File: src/rtl/serv_csr_irqx.sv
// serv_csr_irqx: bit-serial machine-mode CSR unit with timer and NUM_IRQ edge-qualified platform interrupts
module serv_csr_irqx #(
  parameter int NUM_IRQ   = 1,
  parameter bit WITH_MPIE = 1
) (
  input  logic               i_clk,
  input  logic               i_rst,
  input  logic               i_init,
  input  logic               i_en,
  input  logic [4:0]         i_cnt,
  input  logic               i_cnt_done,
  input  logic               i_trap,
  input  logic               i_mret,
  input  logic               i_e_op,
  input  logic               i_ebreak,
  input  logic               i_mem_op,
  input  logic               i_mem_cmd,
  input  logic               i_mstatus_en,
  input  logic               i_mie_en,
  input  logic               i_mip_en,
  input  logic               i_mcause_en,
  input  logic [1:0]         i_csr_source,
  input  logic               i_csr_d_sel,
  input  logic               i_csr_imm,
  input  logic               i_rs1,
  input  logic               i_rf_csr_out,
  input  logic               i_mtip,
  input  logic [NUM_IRQ-1:0] i_irq,
  output logic               o_new_irq,
  output logic               o_csr_in,
  output logic               o_q
);
  logic               d, csr_in, csr_out, trap_done, pend;
  logic               mie_r, mpie, mtie, pend_r, mc31;
  logic [NUM_IRQ-1:0] meie, irq_m, irq_s;
  logic [4:0]         irq_code, code, mcode, exc_code;
  logic [31:0]        mst_v, mie_v, mip_v, mc_v;
  assign d         = i_csr_d_sel ? i_csr_imm : i_rs1;
  assign trap_done = i_trap & i_cnt_done;
  assign exc_code  = i_e_op ? (i_ebreak ? 5'd3 : 5'd11) : i_mem_op ? (i_mem_cmd ? 5'd6 : 5'd4) : 5'd0;
  assign csr_out   = i_rf_csr_out | (i_mstatus_en & mst_v[i_cnt]) | (i_mie_en & mie_v[i_cnt]) |
                     (i_mip_en & mip_v[i_cnt]) | (i_mcause_en & i_en & mc_v[i_cnt]);
  assign csr_in    = i_csr_source[1] ? (i_csr_source[0] ? csr_out & ~d : csr_out | d)
                                     : (i_csr_source[0] ? d : csr_out);
  assign o_csr_in  = csr_in;
  assign o_q       = csr_out;
  always_comb begin
    mst_v                = '0;
    mst_v[3]             = mie_r;
    mst_v[7]             = WITH_MPIE & mpie;
    mie_v                = '0;
    mie_v[7]             = mtie;
    mie_v[16 +: NUM_IRQ] = meie;
    mip_v                = '0;
    mip_v[7]             = i_mtip;
    mip_v[16 +: NUM_IRQ] = irq_s;
    mc_v                 = {mc31, 26'd0, mcode};
    pend                 = mie_r & ((|(irq_s & meie)) | (i_mtip & mtie));
    code                 = 5'd7;
    for (int k = 0; k < NUM_IRQ; k++)
      code = (irq_s[k] & meie[k]) ? 5'(16 + k) : code;
  end
  always_ff @(posedge i_clk) begin
    if (i_rst) begin
      irq_m     <= '0;
      irq_s     <= '0;
      meie      <= '0;
      mtie      <= 1'b0;
      mie_r     <= 1'b0;
      mpie      <= 1'b0;
      pend_r    <= 1'b0;
      o_new_irq <= 1'b0;
      irq_code  <= '0;
      mcode     <= '0;
      mc31      <= 1'b0;
    end else begin
      irq_m <= i_irq;
      irq_s <= irq_m;
      if (i_mie_en & i_en & (i_cnt == 5'd7))
        mtie <= csr_in;
      for (int k = 0; k < NUM_IRQ; k++)
        if (i_mie_en & i_en & (i_cnt == 5'(16 + k)))
          meie[k] <= csr_in;
      if (trap_done)
        mie_r <= 1'b0;
      else if (i_mret)
        mie_r <= mpie;
      else if (i_mstatus_en & (i_cnt == 5'd3))
        mie_r <= csr_in;
      if (trap_done)
        mpie <= mie_r;
      else if (i_mret)
        mpie <= 1'b1;
      else if (WITH_MPIE & i_mstatus_en & (i_cnt == 5'd7))
        mpie <= csr_in;
      if (i_cnt_done & ~i_init) begin
        pend_r    <= pend;
        o_new_irq <= pend & ~pend_r;
        irq_code  <= code;
      end
      if (trap_done) begin
        mc31  <= o_new_irq;
        mcode <= o_new_irq ? irq_code : exc_code;
      end else if (i_mcause_en & i_en) begin
        if (i_cnt < 5'd5)
          mcode[i_cnt[2:0]] <= csr_in;
        if (i_cnt == 5'd31)
          mc31 <= csr_in;
      end
    end
  end
endmodule

File: config.mk
export PLATFORM = sky130hd
export DESIGN_NAME = serv_csr_irqx
export DESIGN_NICKNAME = d
export VERILOG_FILES = /design/src/rtl/serv_csr_irqx.sv
export SDC_FILE = /design/constraint.sdc
export NUM_CORES = 1
export LEC_CHECK = 0
export ABC_AREA = 1
export CAP_MARGIN = 5
export CELL_PAD_IN_SITES_DETAIL_PLACEMENT = 0
export CELL_PAD_IN_SITES_GLOBAL_PLACEMENT = 1
export CORE_MARGIN = 2
export CORE_UTILIZATION = 32
export DETAILED_ROUTE_END_ITERATION = 7
export PLACE_DENSITY_LB_ADDON = 0.1
export SLEW_MARGIN = 40
export SYNTH_ARGS = -nofsm -noshare
export SYNTH_HDL_FRONTEND = slang
export SYNTH_SLANG_ARGS = --single-unit
File: constraint.sdc
create_clock -name i_clk -period 1.74 [get_ports i_clk]
set_input_delay 0.174 -clock i_clk [delete_from_list [all_inputs] [get_ports i_clk]]
set_output_delay 0.174 -clock i_clk [all_outputs]
set_load 0.01 [all_outputs]
* Yosys cells after proc, flatten, opt, wreduce, memory -nomap -nowiden
Cells that the tools add are included.
** Storage, ports and cells
- Output and inout bits :: 3
- Register bits :: 19
- Bits of input ports :: 28
- Logic and storage cells :: 86
** Operators by class
- Muxes and demuxes :: 32
- Equality and inequality tests :: 4
- Reductions and logical operators :: 9
- Magnitude comparators :: 4
- Bitwise gates (word level) :: 26
** Operators by type and width (count)
- 5-bit 2-to-1 mux :: 5
- 1-bit binary-select mux with 5-bit select :: 4
- 1-bit AND :: 17
- 1-bit 2-to-1 mux :: 17
- 5-bit equality test (second input constant) :: 2
- 4-bit 2-to-1 mux :: 2
- 2-bit nonzero test :: 4
- 5-bit by 6-bit less-than comparator with 1-bit output (second input constant) :: 1
- 1-bit bitwise OR :: 6
- 5-bit bitwise mux :: 1
- 5-bit by 2-bit equality test with 1-bit output (second input constant) :: 1
- 5-bit by 3-bit equality test with 1-bit output (second input constant) :: 1
- 5-bit by 3-bit less-than comparator with 1-bit output (second input constant) :: 1
- 3-bit by 4-bit less-than comparator with 1-bit output (second input constant) :: 1
- 2-bit AND reduction :: 2
- 1-bit demux with 3-bit select :: 1
- 3-bit by 1-bit greater-or-equal comparator with 1-bit output (second input constant) :: 1
- 3-bit 2-to-1 mux :: 1
- 1-bit inverter :: 3
- 3-bit nonzero test :: 1
- 2-bit 2-to-1 mux :: 1
- 2-bit OR reduction :: 1
- 1-bit logical AND :: 1

* Depth between registers and ports, before layout
- Word-level depth :: 14
- Gate-level depth with buffers :: 12
- Depth with buffers taken out :: 12

* Worst setup path after synthesis
No wires, ideal clock.
- Kind :: register -> register
- Start :: register mcode[2]
- End :: register mpie
- Period minus slack after synthesis :: 1303 ps
- Setup time :: 137 ps
- Buffers on the path :: 0
- Path slack :: 437 ps
- Arrival time :: 1167 ps
- Stages on the path, launching flop included :: 13
- Data required time :: 1603 ps
- Cell sequence :: dfxtp_1 -> inv_1 -> nand2_1 -> nand3_1 -> nand2_1 -> nor2_1 -> nor2_1 -> nor2_2 -> nand3_4 -> nand2_4 -> inv_2 -> o21ai_1 -> a21oi_1
** Between the ends
- Cells in the longest elaborated chain, start to end :: 10
- Elaborated cells on any way between the ends :: 12
- Those cells by class :: 8 x mux; 4 x bitwise
** Ends and longest elaborated chain
- start, declared :: line 36 : logic [4:0] irq_code, code, mcode, exc_code;
- start signal, assigned :: line 103 : mcode <= o_new_irq ? irq_code : exc_code;
- start signal, assigned by index :: line 106 : mcode[i_cnt[2:0]] <= csr_in;
- 1-bit binary-select mux with 5-bit select * :: line 42 : (i_mip_en & mip_v[i_cnt]) | (i_mcause_en & i_en & mc_v[i_cnt]);
- 1-bit 2-to-1 mux (not written as such) * :: line 42
- 1-bit AND * :: line 42
- 1-bit bitwise OR * :: line 42
- 1-bit bitwise OR / 1-bit AND (equally long branches) :: line 43 : assign csr_in = i_csr_source[1] ? (i_csr_source[0] ? csr_out & ~d : csr_out | d)
- 1-bit 2-to-1 mux :: line 43
- 1-bit 2-to-1 mux * :: line 43
- named net o_csr_in :: line 30 : output logic o_csr_in,
- 1-bit 2-to-1 mux * :: line 94 : else if (WITH_MPIE & i_mstatus_en & (i_cnt == 5'd7))
- 1-bit 2-to-1 mux * :: line 92 : else if (i_mret)
- 1-bit 2-to-1 mux * :: line 90 : if (trap_done)
- end signal, assigned :: line 91 : mpie <= mie_r;
- end signal, assigned :: line 95 : mpie <= csr_in;
- end, declared :: line 34 : logic mie_r, mpie, mtie, pend_r, mc31;
Mark *: on every way through the listed nets, which the timed path passes. The rest lies on a longest branch. The select of a mux whose other input is x is not followed.
A chain may end at the register's enable or synchronous reset.

* Worst setup path in the final report
- Start :: register mcode[3]
- End :: output port o_csr_in
** Between the ends
- Cells in the longest elaborated chain, start to end :: 7
- Elaborated cells on any way between the ends :: 9
- Those cells by class :: 5 x mux; 4 x bitwise
** Ends and longest elaborated chain (line)
- 1-bit binary-select mux with 5-bit select * :: 42
- 1-bit 2-to-1 mux (not written as such) * :: 42
- 1-bit AND * :: 42
- 1-bit bitwise OR * :: 42
- 1-bit bitwise OR / 1-bit AND (equally long branches) :: 43
- 1-bit 2-to-1 mux :: 43
- 1-bit 2-to-1 mux * :: 43
- end, declared :: 30
Mark *: on every way between the ends. The rest lies on a longest branch, timed or not. The select of a mux whose other input is x is not followed.

==> flow_summary.json <==
{
  "routed_wl_um": 3060,
  "finalHoldViolCount": 0,
  "power_density_nw_per_um2": 531,
  "seqPwrFrac_pct": 42.6,
  "ys_seq_area_share_pct": 28.5,
  "holdCritPathClass": "input pin to flip-flop",
  "die_w_um": 63.2,
  "fmax_mhz": 593,
  "die_h_um": 63.2,
  "drive_gt1_share_pct": 27.0,
  "route.antenna.remaining_nets": 0,
  "place.gp.congestion": 0.861,
  "cts_root_buf": "clkbuf_4",
  "initial_core_util_pct": 33.4,
  "die_area_um2": 4000,
  "drt-initial-drc-count": 75,
  "wl_per_cell_um": 10.9,
  "rsz0062_at_grt": "true",
  "place_ws_ns": -0.510,
  "clkTransAtPathRegs_ns": 0.10,
  "p_sw_share_pct": 29.3,
  "grt_pass1_vias": 1299,
  "synthDominantCellAreaShare_pct": 28.5,
  "grtUsageMet3_pct": 4.29,
  "ir_worst_vdd_mv": 0.358,
  "top_usage_layer": "met2",
  "combinationalPowerShare_pct": 29.3,
  "slew_violations": 0,
  "max_slew_margin_pct": 78.8,
  "cts_buffers": 3,
  "rows": 21,
  "finalCritPeriodShare_pct": 96.9,
  "worstPathMaxFanout": 2,
  "avgSynthCellArea_um2": 6.49,
  "power_uw": 914,
  "ys_top_cells_by_area": "dfxtp_1, nand2_1, inv_1",
  "post-route-drc-count": 0,
  "outcome": "complete, no violations",
  "fin_crit_ns": 1.69,
  "clockBufferDepth": 2,
  "cts_max_level": 1,
  "worst-setup-path-type": "flip-flop to output pin",
  "cts_tree": "built",
  "finalSetupViolCount": 0,
  "synth.net_count": 201,
  "grt_use_met2_pct": 30.3,
  "portBuffers": 30,
  "fin_ws_ns": 0.0542,
  "core_um2": 3360,
  "drt_pass1_iterations": 4,
  "ys_seq_elements": 16,
  "grt_start_max_net_pins": 10,
  "yosysWarnings": 0,
  "leakage_uw": 0.000797,
  "cp.arrival_ns": 1.51,
  "stdcell_count": 279,
  "clock_latency_ns": 0.29,
  "setup-tns-final_ns": 0,
  "diodes": 0,
  "yosysTopAreaCell": "dfxtp_1",
  "dp_hpwl_um": 2570,
  "grt_antenna_before_repair": 0,
  "layout.nets": 262,
  "ctsHoldBuffers": 0,
  "syn_area_um2": 1120,
  "use_met1_pct": 19.7,
  "internal_power_uw": 647,
  "via_count": 1304,
  "start_kind": "flip-flop",
  "power.switching_uw": 268,
  "synthCells": 173,
  "clock-sinks": 16,
  "top_level_ports": 31,
  "grt_pass1_wl_um": 5360,
  "grt_util_all_layers_pct": 16.7,
  "place_inst": 274,
  "cap_violations": 0,
  "clock_power_share_pct": 28.0,
  "viasPerCell": 4.67,
  "ys_types": 30,
  "skew_ns": 0.00521,
  "endpoint_kind": "output pin",
  "area_growth_pct": 53.3,
  "cp.required_ns": 1.57,
  "grt_overflow": 0,
  "worst_pin_slew_ns": 0.315
}
-- layout by cell type, fill, tap and decap left out, types with 2 or more instances in the layout --
cell	netlist	final
nand3_1	11	11
o211ai_1	2	2
a21oi_1	12	12
nor2_1	20	19
a21oi_2	5	5
nand2_1	33	33
nor3_1	4	4
inv_1	24	22
o21ai_0	9	9
clkdlybuf4s50_1	0	23
nor2_2	3	3
inv_2	3	4
nor2_8	2	2
nor4_1	2	2
buf_6	0	2
buf_4	1	27
nand2_2	7	7
dlygate4sd2_1	0	5
nand4_1	5	5
dfxtp_1	16	15
o21ai_1	2	2
clkbuf_4	0	3
-- synth_stat cells --
cell	number
o22ai_1	1
nand3_1	11
nor2_2	3
o21ai_1	2
nand3_4	1
nor2_1	20
nand2_4	1
buf_4	1
dfxtp_1	16
clkinv_1	1
a22oi_1	1
inv_2	3
o211ai_1	2
nand4_1	5
inv_1	24
nor3_1	4
a31oi_2	1
o21ai_0	9
nand2_1	33
nor2_8	2
a21oi_1	12
a21oi_2	5
o31ai_1	1
nand3_2	1
a211oi_1	1
nand2_2	7
nor4_1	2
clkbuf_1	1
clkinv_2	1
a31oi_1	1
-- worst paths after layout --
| path | startpoint | to | slack, ns | cells past startpoint |
|---|---|---|---|---|
| max reg2reg | mcode[2]$_SDFFE_PP0P_ | mcode[0]$_SDFFE_PP0P_ | 0.24 | 13 |
| max | mcode[3]$_SDFFE_PP0P_ | o_csr_in | 0.05 | 11 |
| min | i_irq | irq_m$_SDFF_PP0_ | 0.38 | 3 |
| min reg2reg | irq_m$_SDFF_PP0_ | irq_s$_SDFF_PP0_ | 0.41 | 2 |
-- state kept, by name (all words and copies together), names as in the netlist --
name,count
irq_code,2
pend_r,1
mie_r,1
irq_m,1
meie,1
mpie,1
mc31,1
mcode,5
o_new_irq,1
irq_s,1
mtie,1
-- timing repair --
item                       in CTS  in global routing
pin swaps                       1                  8
setup buffers                   0                  1
setup endpoints to repair       3                  2
gates resized for setup        12                  8
-- worst max-delay path, stage by stage (launching register included) --
cell and delay [ns]:
dfxtp_2 0.34, inv_2 0.04, nand2_1 0.04, nand3_1 0.09, nand2_1 0.05, nor2_1 0.10
nor2_1 0.06, nor2_2 0.16, nand3_4 0.10, nand2_4 0.09, inv_4 0.03, buf_6 0.11
-- routing by layer --
layer  wire length, µm  part of all wire (%)
met5                 0                     0
met1              1390                    45
met4                17                  0.56
met2              1550                    51
met3               103                   3.4
-- cells by family after synthesis --
kind of cell / Yosys count / share of synthesized area, %
buf+inv: 31 / 10.8
compound gates: 36 / 19.7
flops: 16 / 28.5
simple gates: 90 / 40.9
-- power groups by stage --
stage                     sequential, µW  combinational (µW)  clock, µW
after CTS                            389                 265        268
after global placement               398                 265          0
after global routing                 392                 295        286
final                                390                 268        256
after floorplan                      395                 119          0
after detailed placement             398                 267          0
-- final cells by class --
type                    instances  area [µm²]
repair buffers                 58         504
well taps                      46        57.6
inverters                      29         113
multi-input cells             126         688
fillers                       368        1640
flip-flops and latches         16         322
clock buffers                   4        36.3
-- through the flow --
| step | util [%] | hold slack [ns] | instance area, µm² |
|---|---|---|---|
| final | 51.2 | 0.385 | 1720 |
| after floorplan | - | 0.281 | 1120 |
| after global routing | 51.2 | 0.403 | 1720 |
| after global placement | 49.7 | 0.393 | 1670 |
| after CTS | 50.9 | 0.370 | 1710 |
| after detailed placement | 49.7 | 0.398 | 1670 |
(Power assumes the default switching activity.)
